--- src/rtl/clock_period_meter_pkg.sv ---
// Shared definitions for the clock period meter: measurement FSM states and
// the default stall timeout (one second at the board clock).
package clock_period_meter_pkg;

  typedef enum logic [1:0] {
    ST_IDLE    = 2'd0,
    ST_ARM     = 2'd1,
    ST_MEASURE = 2'd2
  } meter_state_e;

  localparam int unsigned BOARD_CLK_HZ    = 32'd100_000_000;
  localparam int unsigned DEFAULT_TIMEOUT = BOARD_CLK_HZ;

endpackage

--- src/rtl/clock_period_meter_sync_2ff.sv ---
// Generic 1-bit two-flop synchronizer with synchronous reset; also suitable
// for debouncer front ends on button inputs.
module clock_period_meter_sync_2ff (
  input  logic clk_in,
  input  logic rst,
  input  logic d,
  output logic q
);

  logic meta_r;
  logic sync_r;

  // Two back-to-back flops give the first stage a full cycle to resolve.
  always_ff @(posedge clk_in) begin
    if (rst) begin
      meta_r <= 1'b0;
      sync_r <= 1'b0;
    end else begin
      meta_r <= d;
      sync_r <= meta_r;
    end
  end

  assign q = sync_r;

endmodule

--- src/rtl/clock_period_meter.sv ---
// Measures the period of a slow asynchronous waveform in clk_in cycles and
// reports it on a valid/ready output with overrun and stall-timeout pulses.
module clock_period_meter
  import clock_period_meter_pkg::*;
#(
  parameter int unsigned CNT_W   = 32'd32,
  parameter int unsigned TIMEOUT = DEFAULT_TIMEOUT
) (
  input  logic             clk_in,
  input  logic             rst,
  input  logic             sig_in,
  input  logic             enable,
  output logic             rise_tick,
  output logic [CNT_W-1:0] period,
  output logic             period_valid,
  input  logic             period_ready,
  output logic             overrun,
  output logic             timeout
);

  localparam logic [CNT_W-1:0] CNT_ZERO = {CNT_W{1'b0}};
  localparam logic [CNT_W-1:0] CNT_ONE  = {{(CNT_W-1){1'b0}}, 1'b1};
  localparam logic [CNT_W-1:0] CNT_LIM  = CNT_W'(TIMEOUT);

  logic         sync_s;
  logic         prev_r;
  logic         rise_s;
  meter_state_e state_r;
  meter_state_e state_nx_s;
  logic [CNT_W-1:0] cnt_r;
  logic [CNT_W-1:0] cnt_nx_s;
  logic         load_s;
  logic         tmo_s;
  logic         rise_tick_r;
  logic [CNT_W-1:0] period_r;
  logic         period_valid_r;
  logic         overrun_r;
  logic         timeout_r;

  clock_period_meter_sync_2ff u_sync (
    .clk_in (clk_in),
    .rst    (rst),
    .d      (sig_in),
    .q      (sync_s)
  );

  assign rise_s = sync_s & ~prev_r;

  // Edge register: previous synchronized sample and the rise pulse.
  always_ff @(posedge clk_in) begin
    if (rst) begin
      prev_r      <= 1'b0;
      rise_tick_r <= 1'b0;
    end else begin
      prev_r      <= sync_s;
      rise_tick_r <= rise_s;
    end
  end

  // FSM state and period counter.
  always_ff @(posedge clk_in) begin
    if (rst) begin
      state_r <= ST_IDLE;
      cnt_r   <= CNT_ZERO;
    end else begin
      state_r <= state_nx_s;
      cnt_r   <= cnt_nx_s;
    end
  end

  // Next state: enable low overrides everything; a rise beats the timeout.
  always_comb begin
    state_nx_s = state_r;
    cnt_nx_s   = cnt_r;
    load_s     = 1'b0;
    tmo_s      = 1'b0;
    if (!enable) begin
      state_nx_s = ST_IDLE;
      cnt_nx_s   = CNT_ZERO;
    end else begin
      case (state_r)
        ST_IDLE: begin
          state_nx_s = ST_ARM;
          cnt_nx_s   = CNT_ZERO;
        end
        ST_ARM: begin
          if (rise_s) begin
            state_nx_s = ST_MEASURE;
            cnt_nx_s   = CNT_ONE;
          end else begin
            cnt_nx_s   = CNT_ZERO;
          end
        end
        ST_MEASURE: begin
          if (rise_s) begin
            load_s     = 1'b1;
            cnt_nx_s   = CNT_ONE;
          end else if (cnt_r == CNT_LIM) begin
            tmo_s      = 1'b1;
            cnt_nx_s   = CNT_ZERO;
            state_nx_s = ST_ARM;
          end else begin
            cnt_nx_s   = cnt_r + CNT_ONE;
          end
        end
        default: begin
          state_nx_s = ST_IDLE;
          cnt_nx_s   = CNT_ZERO;
        end
      endcase
    end
  end

  // Result register with handshake; a load in a transfer cycle is not an overrun.
  always_ff @(posedge clk_in) begin
    if (rst) begin
      period_r       <= CNT_ZERO;
      period_valid_r <= 1'b0;
      overrun_r      <= 1'b0;
      timeout_r      <= 1'b0;
    end else begin
      timeout_r <= tmo_s;
      overrun_r <= load_s & period_valid_r & ~period_ready;
      if (load_s) begin
        period_r       <= cnt_r;
        period_valid_r <= 1'b1;
      end else if (period_valid_r && period_ready) begin
        period_valid_r <= 1'b0;
      end
    end
  end

  assign rise_tick    = rise_tick_r;
  assign period       = period_r;
  assign period_valid = period_valid_r;
  assign overrun      = overrun_r;
  assign timeout      = timeout_r;

endmodule

--- config.mk ---
export PLATFORM = sky130hd
export DESIGN_NAME = clock_period_meter
export DESIGN_NICKNAME = d
export VERILOG_FILES = /design/src/rtl/clock_period_meter_pkg.sv /design/src/rtl/clock_period_meter_sync_2ff.sv /design/src/rtl/clock_period_meter.sv
export SDC_FILE = /design/constraint.sdc
export NUM_CORES = 1
export LEC_CHECK = 0
export CAP_MARGIN = 20
export CELL_PAD_IN_SITES_DETAIL_PLACEMENT = 0
export CELL_PAD_IN_SITES_GLOBAL_PLACEMENT = 2
export CORE_MARGIN = 3
export CORE_UTILIZATION = 35
export CTS_CLUSTER_DIAMETER = 150
export DETAILED_ROUTE_END_ITERATION = 16
export PLACE_DENSITY_LB_ADDON = 0.1
export SETUP_SLACK_MARGIN = 0.02
export SYNTH_ARGS = -nofsm -noshare
export SYNTH_HDL_FRONTEND = slang
export SYNTH_SLANG_ARGS = --single-unit
--- constraint.sdc ---
create_clock -name clk_in -period 3.4 [get_ports clk_in]
set_input_delay 0.51 -clock clk_in [delete_from_list [all_inputs] [get_ports clk_in]]
set_output_delay 0.51 -clock clk_in [all_outputs]
set_load 0.02 [all_outputs]
After elaboration in Yosys (flattened, before gate mapping) --
Cells that the tools add are included.
Word-level totals: flip-flop bits (word level) 73, output and inout port bits 36
Operators by class: $add $sub $neg 1, equality and inequality tests 6, muxes and demuxes 14, bitwise operators 7, reduce and logical (&&, ||, !) cells 6
Operators with widths (number):
- 32-bit two-way mux | 2
- 32-bit case mux with 2 select lines | 1
- 32-bit by 1-bit adder with 32-bit output, second input constant | 1
- 32-bit by 27-bit == test with 1-bit output, second input constant | 1
- 1-bit two-way mux | 7
- 2-bit two-way mux | 3
- 2-bit != test, second input constant | 3
- 2-bit case mux with 3 select lines | 1
- 1-bit NOT | 4
- 4-bit OR reduction | 1
- 1-bit AND | 3
- 3-bit AND reduction | 1
- 2-bit by 1-bit == test with 1-bit output, second input constant | 1
- 2-bit == test, second input constant | 1
- 2-bit logical NOT | 1
- 2-bit nonzero test | 1
- 2-bit OR reduction | 1
- 1-bit logical AND | 1

Logic depth before layout (Yosys ltp) --
depth in word-level cells 7, gate-level depth with buffers 8, mapped depth without buffers 6

Hierarchy --
From an unflattened synthesis, not the netlist that was laid out.
Unflattened totals: cells, all modules 365, area, all modules 3065.4 um^2
Modules (own cells, without submodules):
- clock_period_meter | instances 1, cells an instance 361, area each 3012.9 um^2, sequential area each 1421.4 um^2
- clock_period_meter_sync_2ff | instances 1, cells an instance 4, area each 52.6 um^2, sequential area each 40.0 um^2

Worst setup path before layout --
No wires, ideal clock.
path kind flip-flop to flip-flop, start point register cnt_r[6], end point register state_r[0], data arrival time 1.690 ns, data required time 3.278 ns, setup slack 1.588 ns, cell stages (with the launch flop) 6, cell sequence dfxtp_1 > buf_2 > nor4b_1 > nand4_1 > or4_4 > o311a_1
Between the ends: longest elaborated chain between the ends 3
Ends and longest elaborated chain:
- start, declared | line clock_period_meter.sv:30 | logic [CNT_W-1:0] cnt_r;
- start signal, assigned | line clock_period_meter.sv:67 | cnt_r <= cnt_nx_s;
- 32-bit by 27-bit == test with 1-bit output | line clock_period_meter.sv:98 | end else if (cnt_r == CNT_LIM) begin
- 2-bit != test (no line)
- 3-bit AND reduction (no line)
- end signal, assigned | line clock_period_meter.sv:66 | state_r <= state_nx_s;
- end, declared | line clock_period_meter.sv:28 | meter_state_e state_r;
Every way passes these cells. A chain may end at the register's enable or synchronous reset.

Final worst setup path --
start point register cnt_r[30], end point register cnt_r[5]
Between the ends: longest elaborated chain between the ends 4
Ends and longest elaborated chain:
- 32-bit by 27-bit == test with 1-bit output | line clock_period_meter.sv:98
- 32-bit two-way mux | line clock_period_meter.sv:98
- 32-bit two-way mux | line clock_period_meter.sv:95 | if (rise_s) begin
- 32-bit case mux with 2 select lines | line clock_period_meter.sv:81 | case (state_r)
Every way passes these cells.

==> out/metrics.cfg <==
[timing]
min_period_ps = 2140
rsz0062_at_grt = no
worst_hold_slack_ps = 443
max_clock_freq_mhz = 468
max_slew_margin = 0.484
hold_viol_final = 0
setup_violations = 0
finalMaxSlewViolations = 0
skew_ps = 9.72
finalWorstSetupSlack_ps = 1260
fin_setup_tns_ps = 0
tightest_slew_ps = 768
period_share = 0.628

[synth]
synth_area_per_cell_um2 = 8.45
synthXorXnorAreaFrac = 0.0879
yosysWarnings = 0
synthMuxAreaShare = 0.00335
synth_compound_area_frac = 0.0732
synth_seq_area_share = 0.489
synth-simple-area-share = 0.287
netlist_area_um2 = 2990
ys_seq_elements = 73
synth_fa_ha_area_frac = 0.0251
synth_top_family_by_area = simple AND/OR/NAND/NOR gates
syn_nets = 365
synthCells = 354
synth.distinct_cells = 32

[cells_and_area]
final_cell_area_um2 = 3720
final_util = 0.450
final_cells = 504
num_antenna_cells = 0
nNetsFinal = 405
areaGrowthSynthToFinish_pct = 24.4
final_layout_size_suffix_gt1_frac = 0.0652

[setup_path]
cp_max_fo = 30
worstSetupEndpointType = flip-flop
r2r-start = cnt_r[30]$_SDFF_PP0_
r2r-end = cnt_r[5]$_SDFF_PP0_
reg2reg_depth = 6
path_class = flip-flop to flip-flop
rrSetupSlack_ps = 1260
cp-start-kind = flip-flop
crit_arrival_ps = 2350
cp.required_ps = 3620

[routing]
remaining_drc_errors = 0
finalWirelength_mm = 6.70
dr.pass1.iters = 4
drt-initial-drc-count = 83
avgViaCountPerCell = 4.82
final_antenna_net_count = 0
vias = 2427
wl_per_cell_um = 13.3

[place]
dp_cells = 488
hpwlAfterDp_mm = 4.52
post_dp_cell_area_um2 = 3490
gp_congestion = 0.716
post-place-ws_ps = 1250
port_buffers = 40

[die]
core_um2 = 8260
ios = 41
die_x_um = 98.4
die_h_um = 98.4
dieArea_um2 = 9690
rows = 33
initial_core_util = 0.362

[worst_hold_path]
min_path_type = flip-flop to flip-flop
min_to = rise_tick$_SDFF_PP0_
worstHoldStart = prev_r$_SDFF_PP0_
hold_depth = 1

[grt]
grt_pass1_wl_mm = 11.9
overflow = 0
grt_pass1_vias = 2458
grt.total_usage = 0.150
antenna_found_initial = 0
grt_max_degree = 38

[clock_tree]
tritoncts = yes
cts_num_sinks = 73
cts_inserted_buffers = 9
hold_buffers = 0
h-tree-depth = 3
root_buffer = clkbuf_8
clk_path_buf_depth = 2
post_cts_resized = 0
insertion_delay_ps = 340
cts.reportedPaths.clkPinSlew_ps = 80
post_cts_buffers = 0

[power]
ir_drop_mv = 0.188
power.density_nw_per_um2 = 446
p_leak_nw = 1.21
finalPower_mw = 1.66

[run_status]
status = completed

[job]
cap_violations = 0

-- final cells by class --
type / instances / area, µm²
fill: 864 / 4540
tap: 105 / 131
multi-input combinational: 257 / 1430
clock inverter: 5 / 77.6
timing repair buffer: 46 / 445
inverter: 7 / 26.3
sequential: 73 / 1460
clock buffer: 11 / 151
-- layer usage --
layer  vias up  track usage  routed length (µm)
met5         -            0                   0
met4         0       0.0651                 102
met3         8       0.0361                 209
met2        34        0.225                2960
met1      1117        0.207                3420
li1       1268            -                   -
-- critical path, stage by stage (launching register included) --
cell	delay (ps)
dfxtp_1	350
nor4_1	380
nand4_1	210
or4_4	560
nand3_1	100
buf_4	320
nor2_1	90
-- worst max path at each step --
| stage | start | endpoint | cells past startpoint |
|---|---|---|---|
| CTS | cnt_r[30]$_SDFF_PP0_ | cnt_r[5]$_SDFF_PP0_ | 6 |
| global placement | cnt_r[30]$_SDFF_PP0_ | cnt_r[7]$_SDFF_PP0_ | 6 |
| global route | cnt_r[0]$_SDFF_PP0_ | cnt_r[16]$_SDFF_PP0_ | 6 |
| detailed placement | cnt_r[2]$_SDFF_PP0_ | cnt_r[26]$_SDFF_PP0_ | 6 |
| finish | cnt_r[30]$_SDFF_PP0_ | cnt_r[5]$_SDFF_PP0_ | 6 |
| floorplan | cnt_r[6]$_SDFF_PP0_ | state_r[0]$_SDFFE_PP0P_ | 5 |
-- sequential cells by signal (all words and copies together), names as in the netlist --
signal / count
u_sync.q: 1
state_r: 2
prev_r: 1
period_valid: 1
timeout: 1
rise_tick: 1
overrun: 1
period: 32
cnt_r: 32
u_sync.meta_r: 1
-- cell usage after synthesis (all sizes together) --
master / count / area [µm²]
or2: 1 / 6.26
inv: 7 / 26.3
dfxtp: 73 / 1460
or4: 2 / 18.8
mux2i: 1 / 10.0
nor4b: 2 / 17.5
a311o: 1 / 10.0
clkbuf: 12 / 45.0
nor3: 5 / 25.0
and3: 5 / 31.3
nor4: 5 / 52.6
nand2b: 2 / 12.5
nand3: 24 / 120
nor2: 42 / 158
xnor2: 8 / 70.1
and4: 5 / 43.8
nor2b: 6 / 37.5
a21oi: 36 / 180
xor2: 22 / 193
o221ai: 1 / 8.76
o21ai: 2 / 10.0
o311a: 1 / 10.0
nand2: 70 / 263
ha: 6 / 75.1
and4b: 1 / 10.0
buf: 5 / 32.5
nand4: 9 / 62.6
-- power by group --
part | internal [mW] | switching (mW) | total (mW)
Sequential | 0.857 | 0.00148 | 0.858
Clock | 0.451 | 0.322 | 0.773
Combinational | 0.0120 | 0.0167 | 0.0287
Total | 1.32 | 0.340 | 1.66
-- placed cells by master, fill, tap and decap left out, types with 6 or more instances in the layout --
cell type / count
clkdlybuf4s50_1: 40
nand4_1: 8
inv_1: 7
nand3_1: 24
xor2_1: 22
xnor2_1: 8
nand2_1: 70
nor2_1: 42
clkbuf_8: 11
nor2b_1: 6
buf_4: 6
ha_1: 6
a21oi_1: 36
dfxtp_1: 73
-- cell families (layout without fill, tap and decap cells) --
group           Yosys count  after routing
compound gates           41             41
flops                    73             73
mux                       1              1
fa+ha+maj                 6              6
simple gates            179            179
buf+inv                  24             69
xor+xnor                 30             30
Power figures use the tool's default switching activity.
